## config.mk

```make
export PLATFORM = sky130hd
export DESIGN_NAME = fetch_stage
export DESIGN_NICKNAME = d
export VERILOG_FILES = /design/src/rtl/fetch_stage.sv
export SDC_FILE = /design/constraint.sdc
export NUM_CORES = 1
export LEC_CHECK = 0
export BUFFER_PORTS_ARGS = -buffer_cell sky130_fd_sc_hd__buf_2
export CAP_MARGIN = 20
export CELL_PAD_IN_SITES_DETAIL_PLACEMENT = 1
export CELL_PAD_IN_SITES_GLOBAL_PLACEMENT = 1
export CORE_MARGIN = 5
export CORE_UTILIZATION = 40
export DETAILED_ROUTE_END_ITERATION = 12
export MAX_ROUTING_LAYER = met4
export PLACE_DENSITY_LB_ADDON = 0.08
export SLEW_MARGIN = 20
export SYNTH_ARGS = -nofsm -noshare
export SYNTH_HDL_FRONTEND = slang
export SYNTH_SLANG_ARGS = --single-unit
export TNS_END_PERCENT = 10
```

## constraint.sdc

```tcl
create_clock -name clk -period 5.1 [get_ports clk]
set_clock_uncertainty 0.05 [all_clocks]
set_input_delay 0.255 -clock clk [delete_from_list [all_inputs] [get_ports clk]]
set_output_delay 0.255 -clock clk [all_outputs]
set_load 0.1 [all_outputs]
```

## src/rtl/fetch_stage.sv

```systemverilog
// rtl/fetch_stage.sv - Instruction-fetch stage: PC, IF/ID register, stall/flush/redirect, misaligned-target fault
module fetch_stage #(
    parameter int              XLEN     = 32,
    parameter logic [XLEN-1:0] RESET_PC = '0
) (
    input  logic            clk,
    input  logic            rst_n,
    input  logic            stall,
    input  logic            flush,
    input  logic            redirect_valid,
    input  logic [XLEN-1:0] redirect_pc,
    output logic [XLEN-1:0] pc,
    input  logic [XLEN-1:0] instruction,
    output logic            if_id_valid,
    output logic [XLEN-1:0] if_id_pc,
    output logic [XLEN-1:0] if_id_pc_plus4,
    output logic [XLEN-1:0] if_id_instruction,
    output logic [31:0]     fetch_count,
    output logic            fault,
    output logic [XLEN-1:0] fault_pc
);

    typedef enum logic [1:0] {BOOT, RUN, FAULT} state_t;

    localparam logic [XLEN-1:0] FOUR = XLEN'(4);

    state_t          state_q, state_d;
    logic [XLEN-1:0] pc_q, pc_d;
    logic            valid_q, valid_d;
    logic [XLEN-1:0] if_pc_q, if_pc_d;
    logic [XLEN-1:0] if_pc4_q, if_pc4_d;
    logic [XLEN-1:0] if_instr_q, if_instr_d;
    logic [31:0]     fetch_count_q, fetch_count_d;
    logic            fault_q, fault_d;
    logic [XLEN-1:0] fault_pc_q, fault_pc_d;
    logic [XLEN-1:0] pc_next_seq;

    assign pc_next_seq = pc_q + FOUR;

    always_comb begin
        state_d       = state_q;
        pc_d          = pc_q;
        valid_d       = valid_q;
        if_pc_d       = if_pc_q;
        if_pc4_d      = if_pc4_q;
        if_instr_d    = if_instr_q;
        fetch_count_d = fetch_count_q;
        fault_d       = fault_q;
        fault_pc_d    = fault_pc_q;
        case (state_q)
            BOOT: state_d = RUN;
            RUN: begin
                if (redirect_valid && redirect_pc[1:0] == 2'b00) begin
                    pc_d       = redirect_pc;
                    valid_d    = 1'b0;
                    if_instr_d = '0;
                end else if (redirect_valid) begin
                    // Misaligned target: freeze fetch and park here until reset
                    state_d    = FAULT;
                    fault_d    = 1'b1;
                    fault_pc_d = redirect_pc;
                    valid_d    = 1'b0;
                    if_instr_d = '0;
                end else if (flush) begin
                    valid_d    = 1'b0;
                    if_instr_d = '0;
                    if (!stall) pc_d = pc_next_seq;
                end else if (!stall) begin
                    valid_d       = 1'b1;
                    if_pc_d       = pc_q;
                    if_pc4_d      = pc_next_seq;
                    if_instr_d    = instruction;
                    pc_d          = pc_next_seq;
                    fetch_count_d = fetch_count_q + 32'd1;
                end
            end
            FAULT: begin
                valid_d    = 1'b0;
                if_instr_d = '0;
            end
            default: state_d = FAULT;
        endcase
    end

    always_ff @(posedge clk or negedge rst_n) begin
        if (!rst_n) begin
            state_q       <= BOOT;
            pc_q          <= RESET_PC;
            valid_q       <= 1'b0;
            if_pc_q       <= '0;
            if_pc4_q      <= '0;
            if_instr_q    <= '0;
            fetch_count_q <= '0;
            fault_q       <= 1'b0;
            fault_pc_q    <= '0;
        end else begin
            state_q       <= state_d;
            pc_q          <= pc_d;
            valid_q       <= valid_d;
            if_pc_q       <= if_pc_d;
            if_pc4_q      <= if_pc4_d;
            if_instr_q    <= if_instr_d;
            fetch_count_q <= fetch_count_d;
            fault_q       <= fault_d;
            fault_pc_q    <= fault_pc_d;
        end
    end

    assign pc                = pc_q;
    assign if_id_valid       = valid_q;
    assign if_id_pc          = if_pc_q;
    assign if_id_pc_plus4    = if_pc4_q;
    assign if_id_instruction = if_instr_q;
    assign fetch_count       = fetch_count_q;
    assign fault             = fault_q;
    assign fault_pc          = fault_pc_q;

endmodule

```

Word level (Yosys, flattened, before mapping)
Index checks and enable logic that the tools add are counted.

Register bits: 196. Bits of input ports: 69. Output and inout bits: 194. Logic and storage cells: 48.

Add/sub/neg operators: 2. Equal/unequal tests: 7. Muxes and demuxes: 16. Bitwise logic cells: 5. Reductions and logical operators: 9.

Operator list (number): 2-to-1 mux 32 bit (7); case mux 32 bit (2 select lines) (1); adder 32 x 1 -> 32 bit, second input constant (1); adder 32 x 3 -> 32 bit, second input constant (1); AND reduction 3 bit (3); case mux 2 bit (3 select lines) (1); != test 5 bit, second input constant (1); inverter 1 bit (5); AND reduction 5 bit (1); zero test 2 bit (2); 2-to-1 mux 1 bit (4); 2-to-1 mux 2 bit (2); != test 2 x 1 -> 1 bit, second input constant (2); != test 2 bit, second input constant (2); equality test 2 x 1 -> 1 bit, second input constant (1); equality test 2 bit, second input constant (1); case mux 1 bit (2 select lines) (1); AND reduction 2 bit (1); nonzero test 2 bit (1); logical AND 1 bit (1).

Longest topological paths before layout
Gate-level depths: netlist of run 1.

Depth after elaboration: 5. Gate-level depth with buffers: 7. Depth with buffers taken out: 6.

Least setup slack after synthesis of run 1
Ideal clock, no wire load.

Path kind: register -> register. Start point: register fetch_count_q[5], in the netlist fetch_count[5]. End point: register fetch_count_q[31], in the netlist fetch_count[31]. Setup time: 158 ps. Arrival time: 2517 ps. Setup slack: 2375 ps. Cell stages (with the launch flop): 6. Clock period less this slack: 2725 ps. Path through: dfrtp_1 and4_1 nand3_1 nor4_4 or4b_1 xnor2_1.

Cells in the longest elaborated chain, start to end: 1.

Ends and longest elaborated chain: from (decl) (line 33) `logic [31:0] fetch_count_q, fetch_count_d;`; from (signal assigned) (line 103) `fetch_count_q <= fetch_count_d;`; adder 32 x 1 -> 32 bit (line 74) `fetch_count_d = fetch_count_q + 32'd1;`.

Every way passes these cells. A chain may end at the register's enable or synchronous reset.

Worst setup path after layout of run 1
Start point: register pc_q[6], in the netlist pc[6]. End point: register pc_q[16], in the netlist pc[16].

Cells in the longest elaborated chain, start to end: 4.

Ends and longest elaborated chain: from (decl) (line 28) `logic [XLEN-1:0] pc_q, pc_d;`; from (signal assigned) (line 98) `pc_q <= pc_d;`; adder 32 x 3 -> 32 bit (line 38) `assign pc_next_seq = pc_q + FOUR;`; 2-to-1 mux 32 bit (line 67, 68); 2-to-1 mux 32 bit (line 57) `end else if (redirect_valid) begin`; 2-to-1 mux 32 bit (line 53) `if (redirect_valid && redirect_pc[1:0] == 2'b00) begin`.

Every way passes these cells. The select of a mux whose other input is x is not followed.

==> out/qor.csv, run 1 <==
stage,metric,value,unit
clocking,holdBufCountCts,31,
flow_run,max_cap_violations,0,
place,detailedPlace.worstSlack,2.37,ns
route,drc,0,
logic_synthesis,synth.area.top_cells,"dfrtp_1 58%, nand2_1 7.5%, mux2_2 4.3%, xnor2_1 4.2%, a22o_1 3.2%",
route,via_count,6930,
logic_synthesis,synthArstFlopShare,100,%
die,design.portCount,263,
route,avgRoutedWirePerCell,19.3,microns
timing,setup_viol,0,
logic_synthesis,synth_area_per_cell,10.6,sq um
logic_synthesis,top_area_cell_type_share_of_the_netlist_area,58.1,%
final_layout,post-route-util,52.7,%
place,place.detailed.instances,1276,
final_layout,final_layout_size_suffix_gt1_share,32.6,%
route,firstDrtPassIters,4,
logic_synthesis,post_syn_instances,787,
global_routing,grt_start_max_net_pins,98,
clocking,cts_sinks,194,
timing,final_ws_setup,2.34,ns
setup_path,crit_path_start_kind,flip-flop,
die,total_core_area,20400,sq um
logic_synthesis,synth_seq_cells,194,
timing,final_min_period_over_clock_period,54.1,%
setup_path,worst-setup-path-type,flip-flop to flip-flop,
clocking,cts_setup_buffers,0,
final_layout,syn_to_final_growth,28.9,%
logic_synthesis,synth_sequential_area_ratio,58.1,%
timing,max_slew.worst_pin.slew,1.01,ns
route,drt_first_iter_violations,273,
power_and_ir_drop,power_density,500,nW/um^2
global_routing,grt_pass1_wl,41700,microns
clocking,clock_tree.buffer_depth,2,
final_layout,finalInstanceArea,10800,sq um
route,met2_length,12600,microns
place,post_dp_cell_area,9890,sq um
place,globalplace.congestion,0.788,
logic_synthesis,post_synth_fa_ha_maj_area_fraction,0.299,%
route,routedLengthMet1,11400,microns
min_path,whs_path_depth,2,
die,initial_core_util,40.9,%
logic_synthesis,netlist-cell-type-count,45,
clocking,clock_insertion_delay_worst_skew,0.43,ns
die,dieArea,23900,sq um
clocking,clock_tree_from_tritoncts,done,
die,die_w,155,microns
setup_path,critical_path_required,5.36,ns
power_and_ir_drop,irDropWorstVdd,395,uV
global_routing,grt_antenna_before_repair,3,
setup_path,timing.critical_path.fanout_max,12,
timing,clock.fmax,362,MHz
clocking,numCtsBuffers,17,
logic_synthesis,yosys.cell_count.top_type,dfrtp_1,
logic_synthesis,synth_compound_gate_area_share,12.2,%
logic_synthesis,synth.net_count,858,
logic_synthesis,top_cell_types_by_occurrence_after_synthesis,"194 x dfrtp_1, 168 x nand2_1, 48 x o21ai_0, 40 x xnor2_1, 39 x clkbuf_1",
route,route.met3.wl,1470,microns
timing,setup_repair_after_global_routing_missed_its_margin,no,
logic_synthesis,largest_family_of_logic_cells_by_synthesized_area,simple AND/OR/NAND/NOR gates,
setup_path,worst_r2r_startpoint,pc[6]$_DFFE_PN0P_,
setup_path,worst_setup_path_end_kind,flip-flop,
die,vertical_extent_of_the_die,155,microns
global_routing,track_usage,22.3,%
final_layout,stdcell_count,1342,
logic_synthesis,yosys_most_used_dff,dfrtp_1,
setup_path,rr_worst_depth,5,
final_layout,final.fill_count,2330,
min_path,holdCritPathClass,primary input to flip-flop,
setup_path,worstSetupStartpoint,pc[6]$_DFFE_PN0P_,
clocking,clock_tree.root_cell,clkbuf_16,
clocking,htreeDepth,4,
timing,finalHoldViolCount,0,
logic_synthesis,synthMuxAreaShare,4.43,%
place,place_hpwl,17300,microns
setup_path,worstPathArrival,3.02,ns
status,outcome,completed,
route,ant_nets,0,
logic_synthesis,netlist_area,8360,sq um
clocking,clkSlewWorstSetupHoldPaths,0.08,ns
timing,slew_headroom,32.2,%
route,drt_wl_total,25900,microns
final_layout,finalNetCount,1127,
logic_synthesis,netlist.top_cell.by_area,dfrtp_1,
power_and_ir_drop,total_leakage_power,0.00553,uW
logic_synthesis,synth-warning-count,0,
timing,slew_violations,0,
timing,timing.setup.tns,0,ns
route,post_drt_via_cell_ratio,5.16,
die,placement_rows,52,
place,io_buffers,262,
logic_synthesis,synth-xor-area-share,6.18,%
min_path,hold_path_startpoint,redirect_pc[6],
logic_synthesis,post_synth_and_or_nand_nor_area_fraction,15.8,%
timing,fin_crit,2.76,ns
clocking,cts_repair_resizes,0,
global_routing,first_global_vias,7467,
global_routing,gr-total-overflow,0,
logic_synthesis,synth_edf_count,0,
route,top_signal_layer_used,met4,
==> path summary, 6_finish.rpt <==
path	to	slack, ns
worst max register to register	pc[16]$_DFFE_PN0P_	2.34
worst min-delay path	fault_pc[6]$_DFFE_PN0P_	0.02
max in group asynchronous	pc[30]$_DFFE_PN0P_	3.35
worst min register to register	if_id_pc[17]$_DFFE_PN0P_	0.42
worst max-delay path	pc[16]$_DFFE_PN0P_	2.34
min in group asynchronous	if_id_pc[14]$_DFFE_PN0P_	0.43
==> cells in the final DEF, fill, tap and decap left out, types with 6 or more instances in the layout <==
| cell | instances |
|---|---|
| and3_1 | 18 |
| xor2_1 | 19 |
| xnor2_1 | 40 |
| nand2_1 | 167 |
| nor3_1 | 6 |
| dlygate4sd3_1 | 31 |
| o21ai_0 | 48 |
| a2bb2oi_1 | 14 |
| inv_1 | 7 |
| mux2_2 | 32 |
| a21oi_1 | 25 |
| nand4_1 | 17 |
| o22ai_1 | 16 |
| dfrtp_1 | 194 |
| nor2_1 | 21 |
| buf_4 | 9 |
| nand3_1 | 27 |
| buf_2 | 261 |
| a22o_1 | 31 |
| clkbuf_16 | 17 |
==> layer usage <==
layer  vias up  track usage, %
li1       3278               -
met1      3442            29.1
met2       185            35.3
met3        25            5.31
met4         0            5.97
met5         -               -
==> kinds of logic after synthesis <==
logic type	count (synthesis)
adder cells (fa/ha/maj)	2
XOR/XNOR	59
multiplexers	33
buffers and inverters	59
flip-flops	194
AO/OA/AOI/OAI	155
AND/OR/NAND/NOR	285
==> state kept, by name, indices dropped and copies added, names as in the netlist <==
signal	flops
fault_pc	32
fetch_count	32
if_id_instruction	32
if_id_pc	32
pc	32
if_id_pc_plus4	30
state_q	2
fault	1
if_id_valid	1
==> critical path: stages (launching register included) <==
cell and delay, ns:
dfrtp_1 0.49, nand4_1 0.36, nor3_2 0.91, nor3b_1 0.42
a22oi_1 0.13, o2bb2ai_1 0.29
==> final cells by class <==
| type | count | area [sq um] | area share, % |
|---|---|---|---|
| tap | 270 | 338 | 3.14 |
| inverter | 7 | 26.3 | 0.244 |
| clock inverter | 15 | 138 | 1.28 |
| clock buffer | 17 | 425 | 3.95 |
| timing repair buffer | 302 | 1700 | 15.8 |
| multi-input combinational | 534 | 3290 | 30.5 |
| sequential | 194 | 4850 | 45.1 |
| antenna | 3 | 7.51 | 0.0697 |
==> report_power, final <==
| group | switching (uW) | total, uW | internal [uW] |
|---|---|---|---|
| Clock | 650 | 1300 | 651 |
| Combinational | 1820 | 2170 | 347 |
| Sequential | 181 | 1920 | 1740 |
| Total | 2650 | 5390 | 2740 |
==> stage by stage <==
stage	total power, uW	hold slack [ns]
global placement	4080	0.360
CTS	5450	0.00323
finish	5390	0.0240
detailed placement	4110	0.361
global route	5600	0.00340
floorplan	3690	-0.0906
Power figures use the tool's default switching activity.
==> run 2: changes to the inputs <==
--- a/config.mk
+++ b/config.mk
@@ -10,7 +10,7 @@
 export CELL_PAD_IN_SITES_DETAIL_PLACEMENT = 1
 export CELL_PAD_IN_SITES_GLOBAL_PLACEMENT = 1
 export CORE_MARGIN = 5
-export CORE_UTILIZATION = 40
+export CORE_UTILIZATION = 35
 export DETAILED_ROUTE_END_ITERATION = 12
 export MAX_ROUTING_LAYER = met4
 export PLACE_DENSITY_LB_ADDON = 0.08
==> constraint.sdc (replaced) <==
create_clock -name clk -period 2.4 [get_ports clk]
set_clock_uncertainty 0.05 [all_clocks]
set_input_delay 0.12 -clock clk [delete_from_list [all_inputs] [get_ports clk]]
set_output_delay 0.12 -clock clk [all_outputs]
set_load 0.1 [all_outputs]
==> run 2 against run 1 <==
  * Sequential power grew 110%
  * First-iteration DRC count grew 22%
  * Global-route usage fell by 1.7 points
  * Die area up 13%
  * Utilization shrank 3.8 points
  * Critical endpoint unchanged
==> out/qor.csv, run 2 (synthesized netlist as in run 1, its figures left out) <==
stage,metric,value,unit
status,outcome,completed,
power_and_ir_drop,proportion_of_total_power_due_to_net_switching,47.9,%
clocking,cts_setup_buffers,0,
die,die_w,165,microns
setup_path,worst-setup-path-type,flip-flop to flip-flop,
min_path,holdCritPathClass,primary input to flip-flop,
final_layout,layout_common_cells,"261 x buf_2, 167 x nand2_1, 157 x dfrtp_1",
final_layout,layout_commonest_cell,buf_2,
timing,finalHoldWorstSlack,0.0703,ns
setup_path,worstReg2RegEnd,pc[16]$_DFFE_PN0P_,
place,place.detailed.instances,1346,
global_routing,grt_pass1_wl,42800,microns
power_and_ir_drop,total_leakage_power,0.00577,uW
setup_path,critical-path-max-stage-delay,0.44,ns
place,globalplace.congestion,0.777,
final_layout,antenna-diode-count,0,
setup_path,rr_worst_depth,6,
setup_path,critical_path.n_buffers_inverters,1,
clocking,numCtsBuffers,17,
setup_path,critPathTopFamily,simple AND/OR/NAND/NOR gates,
route,avgRoutedWirePerCell,18.7,microns
global_routing,grt_antenna_before_repair,0,
setup_path,timing.critical_path.fanout_max,12,
min_path,hold_path_startpoint,stall,
min_path,whs_path_depth,3,
final_layout,stdcell_count,1443,
timing,fin_crit,2.18,ns
power_and_ir_drop,seq_power_share,34.7,%
min_path,holdPathEnd,if_id_instruction[31]$_DFFE_PN0P_,
clocking,clock_tree_from_tritoncts,done,
clocking,clock_tree.root_cell,clkbuf_16,
setup_path,worstPathArrival,2.41,ns
global_routing,grt_start_max_net_pins,98,
setup_path,critical_path_required,2.63,ns
timing,slew_violations,0,
timing,final_ws_setup,0.219,ns
flow_run,max_cap_violations,0,
power_and_ir_drop,p_int,6130,uW
clocking,cts_sinks,194,
die,total_core_area,23500,sq um
final_layout,finalNetCount,1182,
timing,final_min_period_over_clock_period,90.9,%
power_and_ir_drop,share_comb_of_total_power,40.0,%
setup_path,worstSetupStartpoint,pc[6]$_DFFE_PN0P_,
timing,finalHoldViolCount,0,
setup_path,worst_r2r_startpoint,pc[6]$_DFFE_PN0P_,
place,place_hpwl,18700,microns
timing,max_slew.worst_pin.slew,1.02,ns
power_and_ir_drop,power_density,1030,nW/um^2
place,io_buffers,262,
timing,slew_headroom,31.9,%
route,drt_first_iter_violations,332,
die,dieArea,27100,sq um
global_routing,gr-total-overflow,0,
clocking,clock_tree.buffer_depth,2,
route,drt_wl_total,26900,microns
timing,setup_viol,0,
route,drc,0,
route,firstDrtPassIters,4,
timing,clock.fmax,459,MHz
power_and_ir_drop,irDropWorstVdd,745,uV
setup_path,worst_setup_path_end_kind,flip-flop,
power_and_ir_drop,power_spent_charging_and_discharging_nets,5650,uW
route,post_drt_via_cell_ratio,4.92,
clocking,htreeDepth,4,
die,initial_core_util,35.6,%
power_and_ir_drop,design_power_total,11800,uW
global_routing,first_global_vias,7490,
clocking,clkSlewWorstSetupHoldPaths,0.08,ns
final_layout,final_layout_size_suffix_gt1_share,36.0,%
clocking,clock_insertion_delay_worst_skew,0.44,ns
die,design.portCount,263,
die,vertical_extent_of_the_die,165,microns
power_and_ir_drop,clock_power_share,25.3,%
place,detailedPlace.worstSlack,0.257,ns
clocking,cts_repair_resizes,0,
route,via_count,7099,
setup_path,crit_slowest_cell,dfrtp_2,
setup_path,crit_path_start_kind,flip-flop,
final_layout,syn_to_final_growth,37.4,%
setup_path,crit_chain,nand4_1 -> nor3_2 -> buf_4 -> nor3b_1 -> o21ai_0 -> o2bb2ai_1,
setup_path,reg2reg_slack,0.22,ns
die,placement_rows,56,
final_layout,post-route-util,48.9,%
timing,setup_repair_after_global_routing_missed_its_margin,no,
global_routing,track_usage,20.7,%
route,ant_nets,0,
[run 2: how the worst max path moves through the flow]
stage	to	slack, ns	cells after the start
floorplan	fetch_count[31]$_DFFE_PN0P_	-0.07	4
global placement	pc[16]$_DFFE_PN0P_	0.39	6
detailed placement	pc[16]$_DFFE_PN0P_	0.26	6
CTS	pc[16]$_DFFE_PN0P_	0.22	6
global route	if_id_pc_plus4[16]$_DFFE_PN0P_	0.08	6
finish	pc[16]$_DFFE_PN0P_	0.22	6
[run 2: through the flow]
stage	area, sq um	setup TNS (ns)
after floorplan	8410	-0.0660
after global placement	10200	0
after detailed placement	10200	0
after CTS	11500	0
after global routing	11500	0
final	11500	0
[run 2: power by group through the flow]
stage               registers (uW)  logic, uW  clock network (uW)
floorplan                     7220        637                   0
CTS                           4090       4750                3080
global route                  4160       4890                3210
detailed placement            4150       4660                   0
finish                        4080       4710                2980
global placement              4130       4630                   0
[run 2: area by class of cell]
class	count	area, sq um
clock buffers	19	443
clock inverters	13	165
fillers	2644	12000
inverters	7	26.3
multi-input cells	534	3300
flip-flops and latches	194	4900
well taps	319	399
repair buffers	357	2260
[run 2: timing repair]
action	in CTS	in global routing
hold endpoints to repair	124	0
endpoints found under the setup margin	0	0
hold buffers	65	0
[run 2: worst min-delay path, stage by stage]
cell     delay, ns
buf_2         0.14
a21oi_1       0.10
o22ai_1       0.13
[run 2: metal layers]
layer / track usage, % / part of all wire [%] / up-vias
met2: 33.5 / 49 / 160
met1: 27.5 / 46 / 3538
met5: - / 0 / -
met3: 3.49 / 4.1 / 22
met4: 4.73 / 1.3 / 0
li1: - / - / 3379
==> run 3: changes to the inputs <==
--- a/config.mk
+++ b/config.mk
@@ -10,7 +10,7 @@
 export CELL_PAD_IN_SITES_DETAIL_PLACEMENT = 1
 export CELL_PAD_IN_SITES_GLOBAL_PLACEMENT = 1
 export CORE_MARGIN = 5
-export CORE_UTILIZATION = 35
+export CORE_UTILIZATION = 33
 export DETAILED_ROUTE_END_ITERATION = 12
 export MAX_ROUTING_LAYER = met4
 export PLACE_DENSITY_LB_ADDON = 0.08
==> run 3 against run 2 <==
  * Fmax is 3.5% higher
  * First-iteration DRC count is 17% lower
  * Via count is 0.21% higher
  * Register-to-register slack better by 0.07 ns
  * Clock power is 3% higher
  * Sequential share of layout area is 0.065 points higher
  * Wire length is 2.2% higher
  * Total power is 0.67% higher
  * Clock-buffer cell count is 1 lower
  * Largest power group unchanged
==> out/qor.csv, run 3 (synthesized netlist as in run 1, its figures left out) <==
stage,metric,value,unit
setup_path,worstPathArrival,2.41,ns
global_routing,gr-usage-met2,32.0,%
clocking,clock_tree.root_cell,clkbuf_16,
timing,setup_viol,0,
setup_path,worst_setup_path_end_kind,flip-flop,
setup_path,timing.critical_path.fanout_max,8,
die,dieArea,28600,sq um
flow_run,max_cap_violations,0,
min_path,hold_path_startpoint,stall,
final_layout,stdcell_count,1448,
final_layout,antenna-diode-count,0,
global_routing,grt_antenna_before_repair,0,
global_routing,grt_start_max_net_pins,98,
route,drt_first_iter_violations,274,
die,placement_rows,58,
final_layout,final.fill_count,2887,
route,post_drt_via_cell_ratio,4.91,
setup_path,critical_path_required,2.70,ns
clocking,numCtsBuffers,17,
clocking,clock_insertion_delay_worst_skew,0.43,ns
min_path,whs_path_depth,3,
setup_path,worstReg2RegEnd,pc[30]$_DFFE_PN0P_,
setup_path,crit_chain,nand3_1 -> nor2_1 -> nand4_1 -> a21oi_1 -> a2bb2oi_1,
timing,clock.fmax,474,MHz
place,place.detailed.instances,1351,
global_routing,first_global_vias,7554,
setup_path,critical_path.n_buffers_inverters,0,
die,die_w,169,microns
final_layout,finalNetCount,1176,
route,avgRoutedWirePerCell,19.0,microns
route,ant_nets,0,
final_layout,final_layout_size_suffix_gt1_share,35.7,%
timing,slew_headroom,35.1,%
setup_path,worst_r2r_startpoint,pc[12]$_DFFE_PN0P_,
power_and_ir_drop,irDropWorstVdd,1140,uV
clocking,clock_tree_from_tritoncts,done,
timing,timing.setup.tns,0,ns
global_routing,grt_pass1_wl,43600,microns
die,total_core_area,25000,sq um
final_layout,syn_to_final_growth,37.2,%
global_routing,grt.met1_usage,26.3,%
timing,fin_crit,2.11,ns
min_path,holdPathEnd,if_id_instruction[31]$_DFFE_PN0P_,
final_layout,layout_commonest_cell,buf_2,
clocking,holdBufCountCts,65,
clocking,cts_setup_buffers,0,
global_routing,track_usage,19.8,%
timing,final_ws_setup,0.292,ns
route,drt_wl_total,27600,microns
clocking,cts_repair_resizes,0,
power_and_ir_drop,power_density,1030,nW/um^2
die,vertical_extent_of_the_die,169,microns
clocking,htreeDepth,4,
setup_path,crit_path_start_kind,flip-flop,
place,place_hpwl,18900,microns
place,globalplace.congestion,0.747,
clocking,clkSlewWorstSetupHoldPaths,0.07,ns
setup_path,rr_worst_depth,5,
clocking,cts_sinks,194,
min_path,holdCritPathClass,primary input to flip-flop,
place,io_buffers,262,
place,detailedPlace.worstSlack,0.317,ns
route,drc,0,
clocking,clock_tree.buffer_depth,2,
timing,finalHoldViolCount,0,
route,via_count,7114,
route,firstDrtPassIters,4,
final_layout,layout_common_cells,"261 x buf_2, 167 x nand2_1, 157 x dfrtp_1",
final_layout,post-route-util,45.8,%
die,initial_core_util,33.4,%
die,design.portCount,263,
timing,max_slew.worst_pin.slew,0.974,ns
setup_path,worst-setup-path-type,flip-flop to flip-flop,
timing,slew_violations,0,
timing,finalHoldWorstSlack,0.0683,ns
setup_path,reg2reg_slack,0.29,ns
timing,setup_repair_after_global_routing_missed_its_margin,no,
timing,final_min_period_over_clock_period,87.8,%
setup_path,crit_slowest_cell,nor2_1,
global_routing,grt_peak_use_layer,met2,
power_and_ir_drop,total_leakage_power,0.00574,uW
global_routing,global_route.usage.met3,3.56,%
setup_path,critical-path-max-stage-delay,0.57,ns
setup_path,critPathTopFamily,simple AND/OR/NAND/NOR gates,
status,outcome,completed,
global_routing,gr-total-overflow,0,
-- run 3: cell count changes in the layout (fill, tap and decap cells not counted), sizes merged --
cell,delta
inv,-1
clkinvlp,+1
buf,-5
clkbuf,-2
bufinv,+1
-- run 3: final cells by class --
type                    instances  area [sq um]  area share, %
well taps                     330           413           3.60
inverters                       7          26.3          0.229
multi-input cells             534          3300           28.7
flip-flops and latches        194          4900           42.7
clock inverters                14           191           1.67
clock buffers                  18           429           3.74
repair buffers                351          2210           19.3
-- run 3: worst max path at each step --
stage                                              to  slack [ns]  cells after the start                        start
final                              pc[30]$_DFFE_PN0P_        0.29                      5           pc[12]$_DFFE_PN0P_
after global routing               pc[22]$_DFFE_PN0P_        0.06                      5           pc[13]$_DFFE_PN0P_
after CTS                          pc[16]$_DFFE_PN0P_        0.30                      6            pc[6]$_DFFE_PN0P_
after detailed placement           pc[16]$_DFFE_PN0P_        0.32                      6            pc[6]$_DFFE_PN0P_
after global placement             pc[16]$_DFFE_PN0P_        0.38                      6            pc[6]$_DFFE_PN0P_
after floorplan           fetch_count[31]$_DFFE_PN0P_       -0.07                      4  fetch_count[10]$_DFFE_PN0P_
-- run 3: through the flow --
stage	area [sq um]	total power, uW
floorplan	8410	7860
global placement	10200	8750
detailed placement	10200	8790
CTS	11500	12000
global route	11500	12300
finish	11500	11900
-- run 3: report_power, final --
group	internal (uW)	switching (uW)	total [uW]	leakage, uW
clock network	1680	1400	3080	0.000297
registers	3710	370	4080	0.00255
logic	792	3900	4690	0.00289
total	6190	5670	11900	0.00574
-- run 3: layer usage --
metal  vias to the layer above  part of all wire, %
met3                        19                  4.4
met2                       155                   49
met4                         0                  1.0
met5                         -                    0
met1                      3565                   46
li1                       3375                    -
-- run 3: tightest hold or removal path, stage by stage --
cell,delay [ns]
buf_2,0.13
a21oi_1,0.10
o22ai_1,0.13
